$ cat config.mk
export PLATFORM = sky130hd
export DESIGN_NAME = gemm_addr_sched
export DESIGN_NICKNAME = d
export VERILOG_FILES = /design/src/rtl/gemm_addr_sched.sv
export SDC_FILE = /design/constraint.sdc
export NUM_CORES = 1
export LEC_CHECK = 0
export CAP_MARGIN = 15
export CORE_ASPECT_RATIO = 1.75
export CORE_UTILIZATION = 60
export CTS_CLUSTER_SIZE = 10
export DETAILED_ROUTE_END_ITERATION = 6
export GPL_ROUTABILITY_DRIVEN = 0
export PLACE_DENSITY = 0.8
export SETUP_SLACK_MARGIN = 0.1
export SLEW_MARGIN = 20
export SYNTH_ARGS = -nofsm -noshare
export SYNTH_HDL_FRONTEND = slang
export SYNTH_SLANG_ARGS = --single-unit
$ cat constraint.sdc
create_clock -name clk -period 56.6 [get_ports clk]
set_input_delay 16.98 -clock clk [delete_from_list [all_inputs] [get_ports clk]]
set_output_delay 16.98 -clock clk [all_outputs]
set_load 0.02 [all_outputs]
$ cat src/rtl/gemm_addr_sched.sv
// Read-address scheduler for the GEMM data/weight BRAM buffers.
// Optional zero padding is enabled with `define GEMM_PAD_EN.
module gemm_addr_sched #(
  parameter int ADDR_W   = 13,
  parameter int BRAM_LAT = 1
) (
  input  logic              clk,
  input  logic              rst_n,
  input  logic              start,
  input  logic [7:0]        kernel,
  input  logic [3:0]        stride,
  input  logic [7:0]        i_side,
  input  logic [7:0]        o_side,
  input  logic [15:0]       i_channel,
  input  logic [ADDR_W-1:0] d_base,
  input  logic [ADDR_W-1:0] w_base,
  input  logic              stall,
  output logic [ADDR_W-1:0] d_fifo_read_addr,
  output logic [ADDR_W-1:0] w_fifo_read_addr,
  output logic              rd_valid,
  output logic              win_first,
  output logic              win_last,
  output logic              busy,
  output logic              done
`ifdef GEMM_PAD_EN
  ,
  input  logic [3:0]        pad,
  output logic              pad_zero
`endif
);

  typedef enum logic [1:0] {
    S_IDLE,
    S_RUN,
    S_DRAIN,
    S_DONE
  } state_t;

  state_t r_state;
  state_t w_next;

  logic [7:0]        r_k;
  logic [3:0]        r_s;
  logic [7:0]        r_is;
  logic [7:0]        r_os;
  logic [15:0]       r_c;
  logic [ADDR_W-1:0] r_db;
  logic [ADDR_W-1:0] r_wb;

  logic [15:0] r_cc;
  logic [7:0]  r_kx;
  logic [7:0]  r_ky;
  logic [7:0]  r_ox;
  logic [7:0]  r_oy;
  logic [1:0]  r_dcnt;

  logic [BRAM_LAT-1:0] r_v;
  logic [BRAM_LAT-1:0] r_f;
  logic [BRAM_LAT-1:0] r_l;

  logic w_c_end;
  logic w_kx_end;
  logic w_ky_end;
  logic w_ox_end;
  logic w_oy_end;
  logic w_first;
  logic w_last;
  logic w_last_op;
  logic w_issue;
  logic w_degen;
  logic w_inside;

  logic [31:0]       w_p;
  logic [31:0]       w_iy;
  logic [31:0]       w_ix;
  logic [ADDR_W-1:0] w_doff;
  logic [ADDR_W-1:0] w_woff;

  assign w_c_end   = (r_cc == r_c - 16'd1);
  assign w_kx_end  = (r_kx == r_k - 8'd1);
  assign w_ky_end  = (r_ky == r_k - 8'd1);
  assign w_ox_end  = (r_ox == r_os - 8'd1);
  assign w_oy_end  = (r_oy == r_os - 8'd1);
  assign w_first   = (r_cc == '0) && (r_kx == '0)
                     && (r_ky == '0);
  assign w_last    = w_c_end && w_kx_end && w_ky_end;
  assign w_last_op = w_last && w_ox_end && w_oy_end;
  assign w_issue   = (r_state == S_RUN) && !stall;
  assign w_degen   = (kernel == '0) || (i_channel == '0)
                     || (o_side == '0);

`ifdef GEMM_PAD_EN
  logic [3:0]          r_p;
  logic [BRAM_LAT-1:0] r_z;
  assign w_p      = 32'(r_p);
  assign w_inside = (w_iy < 32'(r_is))
                    && (w_ix < 32'(r_is));
  assign pad_zero = r_z[BRAM_LAT-1];
`else
  assign w_p      = '0;
  assign w_inside = 1'b1;
`endif

  // Out-of-range coordinates go negative and compare as huge unsigned.
  assign w_iy = 32'(r_oy) * 32'(r_s) + 32'(r_ky) - w_p;
  assign w_ix = 32'(r_ox) * 32'(r_s) + 32'(r_kx) - w_p;

  assign w_doff = ADDR_W'((w_iy * 32'(r_is) + w_ix)
                  * 32'(r_c) + 32'(r_cc));
  assign w_woff = ADDR_W'((32'(r_ky) * 32'(r_k)
                  + 32'(r_kx)) * 32'(r_c) + 32'(r_cc));

  always_comb begin
    d_fifo_read_addr = '0;
    w_fifo_read_addr = '0;
    if (r_state == S_RUN) begin
      d_fifo_read_addr = w_inside ? r_db + w_doff : r_db;
      w_fifo_read_addr = r_wb + w_woff;
    end
  end

  always_comb begin
    w_next = r_state;
    unique case (r_state)
      S_IDLE:
        if (start) w_next = w_degen ? S_DONE : S_RUN;
      S_RUN:
        if (w_issue && w_last_op) w_next = S_DRAIN;
      S_DRAIN:
        if (r_dcnt == 2'(BRAM_LAT - 1)) w_next = S_DONE;
      S_DONE:
        w_next = S_IDLE;
      default:
        w_next = S_IDLE;
    endcase
  end

  always_ff @(posedge clk) begin
    if (!rst_n) r_state <= S_IDLE;
    else        r_state <= w_next;
  end

  always_ff @(posedge clk) begin
    if (!rst_n) begin
      r_k  <= '0;
      r_s  <= '0;
      r_is <= '0;
      r_os <= '0;
      r_c  <= '0;
      r_db <= '0;
      r_wb <= '0;
`ifdef GEMM_PAD_EN
      r_p  <= '0;
`endif
    end else if (r_state == S_IDLE && start) begin
      r_k  <= kernel;
      r_s  <= stride;
      r_is <= i_side;
      r_os <= o_side;
      r_c  <= i_channel;
      r_db <= d_base;
      r_wb <= w_base;
`ifdef GEMM_PAD_EN
      r_p  <= pad;
`endif
    end
  end

  // Loop nest, innermost first: c, kx, ky, ox, oy.
  always_ff @(posedge clk) begin
    if (!rst_n || (r_state == S_IDLE && start)) begin
      r_cc <= '0;
      r_kx <= '0;
      r_ky <= '0;
      r_ox <= '0;
      r_oy <= '0;
    end else if (w_issue) begin
      if (!w_c_end) begin
        r_cc <= r_cc + 16'd1;
      end else begin
        r_cc <= '0;
        if (!w_kx_end) begin
          r_kx <= r_kx + 8'd1;
        end else begin
          r_kx <= '0;
          if (!w_ky_end) begin
            r_ky <= r_ky + 8'd1;
          end else begin
            r_ky <= '0;
            if (!w_ox_end) begin
              r_ox <= r_ox + 8'd1;
            end else begin
              r_ox <= '0;
              r_oy <= r_oy + 8'd1;
            end
          end
        end
      end
    end
  end

  always_ff @(posedge clk) begin
    if (!rst_n || r_state != S_DRAIN) r_dcnt <= '0;
    else                              r_dcnt <= r_dcnt + 2'd1;
  end

  always_ff @(posedge clk) begin
    if (!rst_n) begin
      r_v <= '0;
      r_f <= '0;
      r_l <= '0;
`ifdef GEMM_PAD_EN
      r_z <= '0;
`endif
    end else begin
      r_v[0] <= w_issue;
      r_f[0] <= w_issue && w_first;
      r_l[0] <= w_issue && w_last;
`ifdef GEMM_PAD_EN
      r_z[0] <= w_issue && !w_inside;
`endif
      for (int i = 1; i < BRAM_LAT; i++) begin
        r_v[i] <= r_v[i-1];
        r_f[i] <= r_f[i-1];
        r_l[i] <= r_l[i-1];
`ifdef GEMM_PAD_EN
        r_z[i] <= r_z[i-1];
`endif
      end
    end
  end

  assign rd_valid  = r_v[BRAM_LAT-1];
  assign win_first = r_f[BRAM_LAT-1];
  assign win_last  = r_l[BRAM_LAT-1];
  assign busy      = (r_state == S_RUN) || (r_state == S_DRAIN);
  assign done      = (r_state == S_DONE);

endmodule

==> implementation parameters <==
Parameter                              Value

CTS
  Hold bufs inserted after CTS ... 0
  Total number of H-tree levels ... 4
  Clock slew seen by the registers of the worst setup and hold paths ... 0.06 ns
  Clock tree from TritonCTS ... yes
  Root buffer cell ... sky130_fd_sc_hd__clkbuf_16
  Clock Path Buffers ... 2
  Post-CTS Resized ... 0
  Clock latency at the later pin of the worst-skew pair ... 0.44 ns
  Clock Sink Count ... 125
  Post-CTS Repair Setup Buffers ... 0
  TritonCTS buffer count ... 17

STA
  Fin. max-slew vios ... 0
  Max_slew headroom ... 28.8%
  Achievable Freq ... 31.9 MHz
  RSZ-0062 raised after global routing ... false
  Clock Skew ... 0.0149 ns
  Time the final worst path needs with I/O delays and setup ... 31.40 ns
  Total negative slack for setup checks ... 0 ns
  Worst Max-Slew Pin Slew ... 1.06 ns
  Share of the clock period used by the worst path after layout ... 55.5%
  Number of hold violations in the final report ... 0
  Final setup violation count ... 0

Drt
  Drt initial violations ... 882
  Total DRC errors in the routed layout ... 0
  Per-cell routed wire length ... 17.8 um
  Number of vias per cell after detailed routing ... 5.60
  Final Routed Wirelength ... 47900 um
  Count of antenna-violating nets left after detailed routing ... 0
  Pre-Repair DR Iteration Count ... 7
  Detailed-route via count ... 15098

Hold path
  Min-Delay Path Class ... flop to flop

Critical path
  Slowest-stage cell, CP ... sky130_fd_sc_hd__dfxtp_1
  Crit Path Category ... flop to primary output
  Endpoint kind of the worst setup timing path ... primary output
  CP max FO ... 17
  Slowest Stage Delay on Critical Path ... 0.64 ns
  Worst endpoint required time ... 39.62 ns
  CP most frequent cell ... sky130_fd_sc_hd__fa_1
  Crit path arrival time ... 14.42 ns
  Startpoint Class ... flop

Synth
  Average size of a mapped cell ... 8.48 um^2
  Synthesized net count ... 2791
  Synthesis-stage register bit count ... 125
  Top cells by area in the synthesized netlist ... sky130_fd_sc_hd__fa_1, sky130_fd_sc_hd__dfxtp_1, sky130_fd_sc_hd__ha_1
  Fraction of registers with async set or reset after synthesis ... 0%
  Top cell type's share of synthesized area ... 28.7%
  Cell type with the highest aggregate area in the netlist ... sky130_fd_sc_hd__fa_1
  Number of different library cells in the post-synthesis netlist ... 55
  Number of enable-type register cells in the synthesized netlist ... 0
  Post-synthesis cell area ... 19100 um^2
  Most used flip-flop cell after synthesis ... sky130_fd_sc_hd__dfxtp_1
  Post-synthesis sequential area ratio ... 13.1%
  Warnings, synthesis ... 0
  Synth Instances ... 2259

Die
  Standard-cell row count ... 86
  Die span in y ... 238 um
  I/O pin count ... 105
  Core region area ... 31400 um^2
  Effective utilization at floorplan ... 60.9%
  Die outline width ... 137 um
  Die Footprint ... 32700 um^2

GRT
  Global-route congestion overflow total ... 0
  Largest net degree at the start of global routing ... 44
  Global-route wire length before repair ... 78200 um
  Initial antenna violation count ... 0
  Overall fraction of global-route tracks in use ... 31.5%
  Vias in the first global route ... 16276

Finish
  Number of antenna diodes ... 0
  Final std cell area, no fill ... 20900 um^2
  Layout Nets ... 2818
  Area of the multi-input gates ... 14800 um^2
  Number of inserted filler cells in the final layout ... 2550
  Share of post-route cells with drive strength above 1 ... 2.26%
  Register area ... 2500 um^2
  Most common library cell in the layout ignoring fill and taps ... sky130_fd_sc_hd__inv_1
  Synthesis-to-layout area growth ... 9.10%
  Highest-count cells in the layout ignoring fill and taps ... sky130_fd_sc_hd__inv_1, sky130_fd_sc_hd__nand2_1, sky130_fd_sc_hd__fa_1

Power and ir drop
  Maximum resistive drop on vdd ... 0.0237 mV
  P_leak ... 9.61 nW
  Power density over the cells ... 17.6 nW/um^2

Run status
  Status ... complete, no violations

Placed design
  Post-DP HPWL ... 38700 um
  # port buffers ... 104
  Area of placed instances ... 20300 um^2

Run
  Count of maximum capacitance violations ... 0
-- critical path, delay by kind of cell, from the launching register on --
| family | cells | cell delay [ns] |
|---|---|---|
| fa+ha+maj | 16 | 7.82 |
| xor+xnor | 11 | 2.93 |
| compound gates | 4 | 1.01 |
| buf+inv | 7 | 0.92 |
| simple gates | 5 | 0.65 |
| flops | 1 | 0.64 |
-- cell type report --
type                    count  share of cell area, %
clock buffers              20                   2.19
flip-flops and latches    125                   12.0
repair buffers            113                   5.31
well taps                 396                   2.37
multi-input cells        1651                   70.9
clock inverters            11                  0.455
inverters                 378                   6.79
-- synthesized netlist by cell type, types with 2 or more instances --
cell type and instances:
sky130_fd_sc_hd__inv_1 377, sky130_fd_sc_hd__nand2_1 363, sky130_fd_sc_hd__fa_1 275, sky130_fd_sc_hd__and2_1 216, sky130_fd_sc_hd__ha_1 183, sky130_fd_sc_hd__xnor2_1 137, sky130_fd_sc_hd__dfxtp_1 125, sky130_fd_sc_hd__a21oi_1 101
sky130_fd_sc_hd__clkbuf_1 97, sky130_fd_sc_hd__nor2_1 73, sky130_fd_sc_hd__xor2_1 63, sky130_fd_sc_hd__nand3_1 23, sky130_fd_sc_hd__nor3_1 23, sky130_fd_sc_hd__nor4_1 21, sky130_fd_sc_hd__nand4_1 19, sky130_fd_sc_hd__o21ai_0 18
sky130_fd_sc_hd__nor2b_1 14, sky130_fd_sc_hd__and3_1 12, sky130_fd_sc_hd__xnor3_1 12, sky130_fd_sc_hd__o21bai_1 11, sky130_fd_sc_hd__a21o_1 10, sky130_fd_sc_hd__or3_1 9, sky130_fd_sc_hd__a31oi_1 6, sky130_fd_sc_hd__nor3b_1 6
sky130_fd_sc_hd__or4_1 6, sky130_fd_sc_hd__o2111ai_1 5, sky130_fd_sc_hd__o211ai_1 5, sky130_fd_sc_hd__a211oi_1 4, sky130_fd_sc_hd__or2_2 4, sky130_fd_sc_hd__buf_2 3, sky130_fd_sc_hd__buf_6 3, sky130_fd_sc_hd__nand3b_1 3
sky130_fd_sc_hd__a311oi_1 2, sky130_fd_sc_hd__a41oi_1 2, sky130_fd_sc_hd__and4_1 2, sky130_fd_sc_hd__buf_1 2, sky130_fd_sc_hd__mux2i_1 2, sky130_fd_sc_hd__nand2b_1 2, sky130_fd_sc_hd__o211a_1 2, sky130_fd_sc_hd__o21a_1 2
sky130_fd_sc_hd__o31ai_1 2
-- final timing paths --
check | start | to | slack [ns] | depth (start not counted)
setup / recovery | r_s[3] | d_fifo_read_addr[12] | 25.20 | 43
hold reg to reg | r_wb[10] | r_wb[10] | 0.46 | 2
hold / removal | r_wb[10] | r_wb[10] | 0.46 | 2
setup reg to reg | r_c[1] | r_state[0] | 51.92 | 12
-- per-stage QoR --
step	power [W]	setup slack [ns]	cells	hold slack [ns]	utilization, %
final	0.000367	25.20	2694	0.460	66.5
after global routing	0.000389	24.55	2694	0.488	66.5
after CTS	0.000368	25.29	2694	0.460	66.5
after detailed placement	0.000263	25.76	2663	0.451	64.7
after global placement	0.000257	26.20	2663	0.446	64.7
after floorplan	0.000219	26.91	2259	0.436	-
-- cells by family (layout without fill, tap and decap cells) --
logic type	Yosys count	after routing	synth area share (%)
xor gates and xnor gates	212	212	10.6
DFF	125	125	13.1
buffers and inverters	483	522	9.60
muxes	3	3	0.163
AOI/OAI and AO/OA	178	178	5.56
and+or+nand+nor	800	800	20.3
adders and majority gates	458	458	40.7
-- metal layers --
layer	part of all wire (%)	global-route usage [%]
met1	34	30.7
met2	52	56.7
met3	4.2	4.76
met4	9.4	27.2
met5	0	0
-- where the power goes --
group          switching, W  internal (W)
Sequential        0.0000232     0.0000989
Combinational     0.0000812     0.0000587
Clock             0.0000432     0.0000620
-- flip-flops by register name, summed over array words and instances, names as in the netlist, 2 cells and up --
name and flops:
r_ky 8, r_ox 8, r_k 8, r_dcnt 2, r_cc 16, r_wb 13, r_db 13, r_oy 8
r_state 2, r_c 16, r_os 8, r_s 4, r_kx 8, r_is 8
(Power assumes the default switching activity.)
